$ cat src/rtl/hilo_md_ctrl.sv
// EX-stage multiply/divide sequencer and owner of the HI/LO registers.
// Multiplies take MUL_LAT cycles; divides run 32 restoring steps before a single commit.
module hilo_md_ctrl #(
  parameter int MUL_LAT = 2
) (
  input  logic        clk,
  input  logic        resetn,
  input  logic        ex_valid,
  input  logic        ex_mult,
  input  logic        ex_div,
  input  logic        ex_mdsign,
  input  logic [1:0]  ex_hilowen,
  input  logic [1:0]  ex_hiloren,
  input  logic [31:0] ex_a,
  input  logic [31:0] ex_b,
  input  logic        ex_hold,
  input  logic        ex_flush,
  output logic        mdu_stall,
  output logic        md_done,
  output logic [31:0] hilo_rdata,
  output logic [31:0] hi,
  output logic [31:0] lo
);

  typedef enum logic [1:0] {
    ST_IDLE = 2'd0,
    ST_MUL  = 2'd1,
    ST_DIV  = 2'd2,
    ST_DONE = 2'd3
  } state_t;

  localparam logic [4:0] MUL_CNT0 = 5'(MUL_LAT - 1);
  localparam logic [4:0] DIV_CNT0 = 5'd31;

  state_t      state_r, state_s;
  logic [4:0]  cnt_r;
  logic [31:0] a_r, b_r;
  logic        sign_r, is_div_r;
  logic [31:0] rem_r, quo_r, dvs_r;
  logic [63:0] prod_r;
  logic [31:0] hi_r, lo_r;

  logic        md_op_s, move_s, commit_s;
  logic [63:0] ext_a_s, ext_b_s, prod_s, step_s, result_s;
  logic [31:0] quo_fix_s, rem_fix_s;

  // Magnitude of an operand; raw value in unsigned mode.
  function automatic logic [31:0] abs32(input logic [31:0] v, input logic sgn);
    abs32 = (sgn && v[31]) ? (32'd0 - v) : v;
  endfunction

  // One restoring step: shift the next dividend bit in, subtract when it fits.
  function automatic logic [63:0] div_step(input logic [31:0] rem, input logic [31:0] quo,
                                           input logic [31:0] dvs);
    logic [32:0] trial;
    trial = {rem, quo[31]};
    if (trial >= {1'b0, dvs}) begin
      trial = trial - {1'b0, dvs};
      div_step = {trial[31:0], quo[30:0], 1'b1};
    end else begin
      div_step = {trial[31:0], quo[30:0], 1'b0};
    end
  endfunction

  // Operation decode, datapath arithmetic and final result selection.
  always_comb begin
    md_op_s   = ex_valid && (ex_mult || ex_div);
    move_s    = (state_r == ST_IDLE) && ex_valid && !ex_mult && !ex_div && !ex_hold && !ex_flush;
    commit_s  = (state_r == ST_DONE) && !ex_hold && !ex_flush;
    ext_a_s   = {{32{sign_r & a_r[31]}}, a_r};
    ext_b_s   = {{32{sign_r & b_r[31]}}, b_r};
    prod_s    = ext_a_s * ext_b_s;
    step_s    = div_step(rem_r, quo_r, dvs_r);
    quo_fix_s = (sign_r && (a_r[31] ^ b_r[31])) ? (32'd0 - quo_r) : quo_r;
    rem_fix_s = (sign_r && a_r[31]) ? (32'd0 - rem_r) : rem_r;
    if (!is_div_r) begin
      result_s = prod_r;
    end else if (b_r == 32'd0) begin
      result_s = {a_r, 32'hFFFF_FFFF};
    end else begin
      result_s = {rem_fix_s, quo_fix_s};
    end
  end

  // Next-state logic; flush wins in every state, a dropped ex_valid aborts a running op.
  always_comb begin
    state_s = state_r;
    if (ex_flush) begin
      state_s = ST_IDLE;
    end else begin
      case (state_r)
        ST_IDLE: begin
          if (md_op_s) begin
            state_s = ex_mult ? ST_MUL : ST_DIV;
          end else begin
            state_s = ST_IDLE;
          end
        end
        ST_MUL, ST_DIV: begin
          if (!ex_valid) begin
            state_s = ST_IDLE;
          end else if (cnt_r == 5'd0) begin
            state_s = ST_DONE;
          end else begin
            state_s = state_r;
          end
        end
        ST_DONE: begin
          if (ex_hold) begin
            state_s = ST_DONE;
          end else begin
            state_s = ST_IDLE;
          end
        end
        default: state_s = ST_IDLE;
      endcase
    end
  end

  // State register.
  always_ff @(posedge clk or negedge resetn) begin
    if (!resetn) begin
      state_r <= ST_IDLE;
    end else begin
      state_r <= state_s;
    end
  end

  // Operand capture, iteration datapath and HI/LO writes.
  always_ff @(posedge clk or negedge resetn) begin
    if (!resetn) begin
      cnt_r    <= 5'd0;
      a_r      <= 32'd0;
      b_r      <= 32'd0;
      sign_r   <= 1'b0;
      is_div_r <= 1'b0;
      rem_r    <= 32'd0;
      quo_r    <= 32'd0;
      dvs_r    <= 32'd0;
      prod_r   <= 64'd0;
      hi_r     <= 32'd0;
      lo_r     <= 32'd0;
    end else begin
      case (state_r)
        ST_IDLE: begin
          if (md_op_s && !ex_flush) begin
            a_r      <= ex_a;
            b_r      <= ex_b;
            sign_r   <= ex_mdsign;
            is_div_r <= !ex_mult;
            cnt_r    <= ex_mult ? MUL_CNT0 : DIV_CNT0;
            rem_r    <= 32'd0;
            quo_r    <= abs32(ex_a, ex_mdsign);
            dvs_r    <= abs32(ex_b, ex_mdsign);
          end
        end
        ST_MUL: begin
          cnt_r  <= cnt_r - 5'd1;
          prod_r <= prod_s;
        end
        ST_DIV: begin
          cnt_r <= cnt_r - 5'd1;
          rem_r <= step_s[63:32];
          quo_r <= step_s[31:0];
        end
        default: begin
          cnt_r <= cnt_r;
        end
      endcase
      if (commit_s) begin
        hi_r <= result_s[63:32];
        lo_r <= result_s[31:0];
      end else if (move_s) begin
        if (ex_hilowen[1]) hi_r <= ex_a;
        if (ex_hilowen[0]) lo_r <= ex_a;
      end
    end
  end

  // Stall, done and read mux are combinational so they drop with flush/reset immediately.
  always_comb begin
    mdu_stall = resetn && !ex_flush &&
                (((state_r == ST_IDLE) && md_op_s) || (state_r == ST_MUL) || (state_r == ST_DIV));
    md_done   = resetn && (state_r == ST_DONE);
    if (!resetn) begin
      hilo_rdata = 32'd0;
    end else if (ex_hiloren[1]) begin
      hilo_rdata = hi_r;
    end else if (ex_hiloren[0]) begin
      hilo_rdata = lo_r;
    end else begin
      hilo_rdata = 32'd0;
    end
  end

  assign hi = hi_r;
  assign lo = lo_r;

endmodule

$ cat config.mk
export PLATFORM = sky130hd
export DESIGN_NAME = hilo_md_ctrl
export DESIGN_NICKNAME = d
export VERILOG_FILES = /design/src/rtl/hilo_md_ctrl.sv
export SDC_FILE = /design/constraint.sdc
export NUM_CORES = 2
export LEC_CHECK = 0
export CORE_UTILIZATION = 40
export CTS_CLUSTER_DIAMETER = 100
export DETAILED_ROUTE_END_ITERATION = 8
export DONT_BUFFER_PORTS = 1
export GPL_TIMING_DRIVEN = 0
export HOLD_SLACK_MARGIN = 0.1
export SLEW_MARGIN = 20
export SYNTH_ARGS = -nofsm -noshare
export SYNTH_HDL_FRONTEND = slang
export SYNTH_SLANG_ARGS = --single-unit
$ cat constraint.sdc
create_clock -name clk -period 18.7 [get_ports clk]
set_input_delay 0.935 -clock clk [delete_from_list [all_inputs] [get_ports clk]]
set_output_delay 0.935 -clock clk [all_outputs]
set_load 0.005 [all_outputs]
After elaboration in Yosys (flattened, before gate mapping)
Index checks and enable logic that the tools add are counted.
{"block": "classes", "n_mul": 1, "n_mux": 30, "bitwise_logic": 3, "reduce_logical": 38, "eq_ne": 5, "n_addsub": 6, "order_cmp": 1}
{"operator": "$mux 32", "count": 15}
{"operator": "$mux 64", "count": 3}
{"operator": "$pmux 32 s2", "count": 2}
{"operator": "$sub 1x32->32 const A", "count": 4}
{"operator": "$mul 33x33->64", "count": 1}
{"operator": "$ge 33x32->1", "count": 1}
{"operator": "$logic_not 32->1", "count": 1}
{"operator": "$sub 32x32->32", "count": 1}
{"operator": "$logic_and 1x1->1", "count": 17}
{"operator": "$mux 2", "count": 6}
{"operator": "$mux 5", "count": 2}
{"operator": "$pmux 5 s2", "count": 1}
{"operator": "$reduce_and 2->1", "count": 5}
{"operator": "$reduce_bool 2->1", "count": 5}
{"operator": "$pmux 2 s3", "count": 1}
{"operator": "$logic_not 5->1", "count": 1}
{"operator": "$sub 5x1->5 const B", "count": 1}
{"operator": "$eq 2x2->1 const B", "count": 2}
{"operator": "$logic_not 1->1", "count": 4}
{"operator": "$ne 4x2->1 const B", "count": 1}
{"operator": "$logic_or 1x1->1", "count": 3}
{"operator": "$and 1x1->1", "count": 2}
{"operator": "$eq 2x1->1 const B", "count": 1}
{"operator": "$logic_not 2->1", "count": 1}
{"operator": "other kinds (3)", "count": 3}
{"block": "totals", "word_cells": 96, "ff_bits": 297, "input_bits": 76, "output_inout_bits": 98}

Logic depth before layout (Yosys ltp)
{"block": "depth", "depth_word": 8, "ltp_mapped": 31, "mapped_depth_nobuf": 28}

Least setup slack after synthesis
No wires, ideal clock.
{"block": "synth_timing", "kind": "flip-flop to flip-flop", "startpoint": "register a_r[31]", "endpoint": "register prod_r[60]", "setup_time_ns": 0.125, "arrival_time_ns": 8.066, "path_stages_with_launch": 28, "required_time_ns": 18.575, "n_path_buf": 3, "setup_slack_ns": 10.509, "synth_period_minus_slack_ns": 8.191, "path_cell_list": "dfrtp_1 -> and2_1 -> clkbuf_1 -> buf_1 -> nand2_1 -> inv_1 -> fa_1 -> fa_1 -> fa_1 -> inv_1 -> fa_1 -> inv_1 -> fa_1 -> fa_1 -> fa_1 -> inv_1 -> fa_1 -> inv_1 -> ha_1 -> clkbuf_1 -> nand2_1 -> or3_1 -> a2111oi_2 -> o21ai_2 -> o311ai_2 -> a41oi_1 -> xnor2_1 -> mux2_2"}
{"block": "synth_between", "elab_chain_len": 2}
{"item": "from (decl)", "line": "37", "source": "logic [31:0] a_r, b_r;"}
{"item": "from (signal assigned)", "line": "133", "source": "a_r <= 32'd0;"}
{"item": "from (signal assigned)", "line": "147", "source": "a_r <= ex_a;"}
{"item": "$and 1x1->1", "line": "70", "source": "ext_a_s = {{32{sign_r & a_r[31]}}, a_r};"}
{"item": "$mul 33x33->64 *", "line": "72", "source": "prod_s = ext_a_s * ext_b_s;"}
{"item": "to (signal assigned)", "line": "159", "source": "prod_r <= prod_s;"}
{"item": "to (decl)", "line": "40", "source": "logic [63:0] prod_r;"}
Every way passes the cells marked *; elsewhere a longest branch is shown, timed or not.
A chain may end at the register's enable or synchronous reset.

Worst setup path in the final report
{"block": "layout_timing", "startpoint": "register a_r[31]", "endpoint": "register prod_r[61]"}
Same word-level chain as after synthesis.

==> run_results.csv <==
group,metric,value,unit
status,status,"finished, final reports clean",
drt,wirelength,234,mm
finish,fin_area,59600,sq um
worst_setup_path,worstPathMaxFanout,10,
timing,slew_violations,0,
worst_setup_path,rrSetupSlack,7.87,ns
global_route,grt_use_total,0.335,
clock_network,clk_pin_slew,0.07,ns
timing,period_share,0.579,
clock_network,clock_sinks,296,
clock_network,cts_root_buf,"clkbuf_16",
timing,max-slew-margin-rel,0.135,
worst_setup_path,end_kind,"register",
timing,rsz0062_at_grt,"false",
die,core,138000,sq um
worst_setup_path,r2r_end,"prod_r[61]",
die,rows,136,
clock_network,cts_tree,"yes",
clock_network,htreeDepth,2,
worst_setup_path,startpoint,"a_r[31]",
timing,tightest_slew,1.30,ns
finish,multi_input_area,42600,sq um
drt,drc,0,
timing,min_period,10.83,ns
drt,vias,46200,
timing,setup_viol,0,
drt,dr.pass1.iters,7,
drt,routedWlPerCell,28.3,um
drt,drtAntennaViolNets,0,
global_route,use_met3,0.0912,
worst_setup_path,reg2reg_from,"a_r[31]",
placement,place.gp.congestion,1.06,
global_route,grt_pass1_wl,336,mm
drt,dr.first_iter.drc_count,4903,
die,die_w,376,um
placement,dpl.cell_count,8167,
timing,max_freq,92.3,MHz
synth,synth_fp_nets,7758,
global_route,met2_usage,0.509,
job,maxCapViolations,0,
worst_setup_path,crit_path_top_delay_cell,"fa_1",
die,die_h,376,um
worst_setup_path,critPathMaxStageDelay,0.71,ns
die,start_util,0.405,
synth,synth.yosys.seq_area_share,0.133,
clock_network,worstSkewPairLatency,0.59,ns
worst_setup_path,path_class,"register to register",
timing,tns,0,ns
synth,yosysUniqueCellTypes,85,
global_route,grt_max_degree,181,
worst_setup_path,crit_arrival,11.30,ns
worst_setup_path,critPathCapture,"prod_r[61]",
timing,finalClockSkew,0.0396,ns
synth,synth_edf_count,0,
global_route,grt_overflow,0,
synth,synth_area,55900,sq um
worst_hold_path,hp-class,"input port to asynchronous set/reset pin",
clock_network,clockBufferDepth,3,
finish,nFillCells,13800,
finish,mostFrequentLayoutCell,"inv_1",
synth,async_reset_ff_frac,1.00,
synth,ys_warn_count,0,
synth,yosys_most_used_dff,"dfrtp_1",
worst_setup_path,start_kind,"register",
worst_setup_path,cp.required,19.16,ns
clock_network,cts_made_buffers,34,
worst_setup_path,reg2reg_depth,29,
finish,drive_gt1_frac,0.0303,
finish,register_area,7410,sq um
finish,mostFrequentLayoutCells,"inv_1, fa_1, nand2_1",
global_route,busiest_layer,"met2",
finish,nets,7803,
global_route,grt_pass1_vias,47800,
placement,dp_hpwl,190,mm
die,ios,174,
global_route,grt_use_met1,0.433,
worst_setup_path,cp_common_cell,"fa_1",
placement,place.port_buffers,0,
global_route,antenna_found_initial,31,
clock_network,postCtsSetupRepairBufs,0,
synth,ys_ff_latch,296,
synth,synth_cells,6301,
drt,drt-vias-per-instance,5.60,
timing,hold_viol,0,
synth,avgSynthCellArea,8.87,sq um
placement,placed_cell_area,58300,sq um
finish,areaGrowthSynthToFinish,6.62,%
finish,stdcell_count,8245,
die,dieArea,141000,sq um
==> state kept, by name (all words and copies together) (netlist names) <==
register / cells
cnt_r: 5
lo: 32
is_div_r: 1
prod_r: 64
a_r: 32
quo_r: 32
dvs_r: 31
state_r: 2
sign_r: 1
b_r: 32
rem_r: 32
hi: 32
==> cells in the mapped netlist (13+ instances only) <==
cell / number / area [sq um]
a21oi_1: 214 / 1070
and2_1: 360 / 2250
inv_1: 1162 / 4360
nor2b_1: 70 / 438
o21a_1: 15 / 113
nand2_1: 1112 / 4170
o21ai_0: 196 / 981
ha_1: 255 / 3190
fa_1: 1126 / 22500
a21o_1: 54 / 405
o211ai_1: 13 / 97.6
nor3_1: 33 / 165
o311ai_0: 16 / 140
nand2b_1: 17 / 106
nor2_1: 217 / 815
mux2_2: 51 / 574
a22oi_1: 32 / 240
nand3_1: 40 / 200
o221ai_1: 24 / 210
or3_1: 21 / 131
mux2i_1: 40 / 400
o41ai_1: 14 / 123
nor4_1: 24 / 150
xnor2_1: 137 / 1200
nand4_1: 28 / 175
a211oi_1: 48 / 360
xor2_1: 73 / 639
and3_1: 26 / 163
o31ai_1: 22 / 165
a31oi_1: 34 / 213
dfrtp_1: 296 / 7410
clkbuf_1: 387 / 1450
==> metrics by stage <==
step	utilization	setup WS (ns)	hold slack (ns)
CTS	0.431	8.13	0.217
global route	0.432	7.60	0.227
finish	0.432	7.87	0.221
global placement	0.422	8.17	0.466
detailed placement	0.422	8.15	0.470
floorplan	-	10.51	0.442
==> cell type report <==
| class | count | area share |
|---|---|---|
| repair buffers | 9 | 0.00273 |
| clock buffers | 46 | 0.0164 |
| flip-flops and latches | 296 | 0.124 |
| clock inverters | 13 | 0.00269 |
| plain buffers | 407 | 0.0267 |
| diodes | 13 | 0.000546 |
| inverters | 1162 | 0.0732 |
| well taps | 1863 | 0.0391 |
| multi-input cells | 4436 | 0.714 |
==> how the worst min path moves through the flow <==
stage                from    endpoint  slack (ns)  cells after the start
2_1_floorplan  prod_r[51]  prod_r[51]        0.44                      2
3_3_place_gp    dvs_r[21]   dvs_r[21]        0.47                      2
3_5_place_dp    dvs_r[17]   dvs_r[17]        0.47                      2
4_1_cts            resetn  prod_r[21]        0.22                      1
5_1_grt            resetn  prod_r[21]        0.23                      1
6_report           resetn  prod_r[21]        0.22                      1
==> per-layer routing <==
metal	vias up	routed length (um)
met5	-	50
met2	2430	102000
met4	8	15600
li1	19300	-
met1	23900	90900
met3	538	25100
==> worst max-delay path, delay by kind of cell, from the launching register on <==
family | cells | cell delay, ns
AOI/OAI and AO/OA | 8 | 2.32
and+or+nand+nor | 2 | 0.44
DFF | 1 | 0.43
buffers and inverters | 8 | 2.47
muxes | 1 | 0.27
xor gates and xnor gates | 1 | 0.11
adders and majority gates | 9 | 4.66
==> timing repair <==
item	in CTS	in global routing
hold buffers	3	0
gates resized for setup	0	0
endpoints found under the hold margin	53	0
==> cells by family (layout without fill, tap and decap cells) <==
| kind of cell | after synthesis | count (layout) | synth area share |
|---|---|---|---|
| simple gates | 1988 | 1988 | 0.163 |
| buf+inv | 1569 | 1637 | 0.106 |
| fa+ha+maj | 1381 | 1381 | 0.460 |
| compound gates | 766 | 766 | 0.0879 |
| flops | 296 | 296 | 0.133 |
| xor+xnor | 210 | 210 | 0.0329 |
| mux | 91 | 91 | 0.0174 |
| other cells | 0 | 13 | 0 |
Power is not shown: default switching activity piles up to over one toggle a cycle in this logic, so the estimate is an artifact.
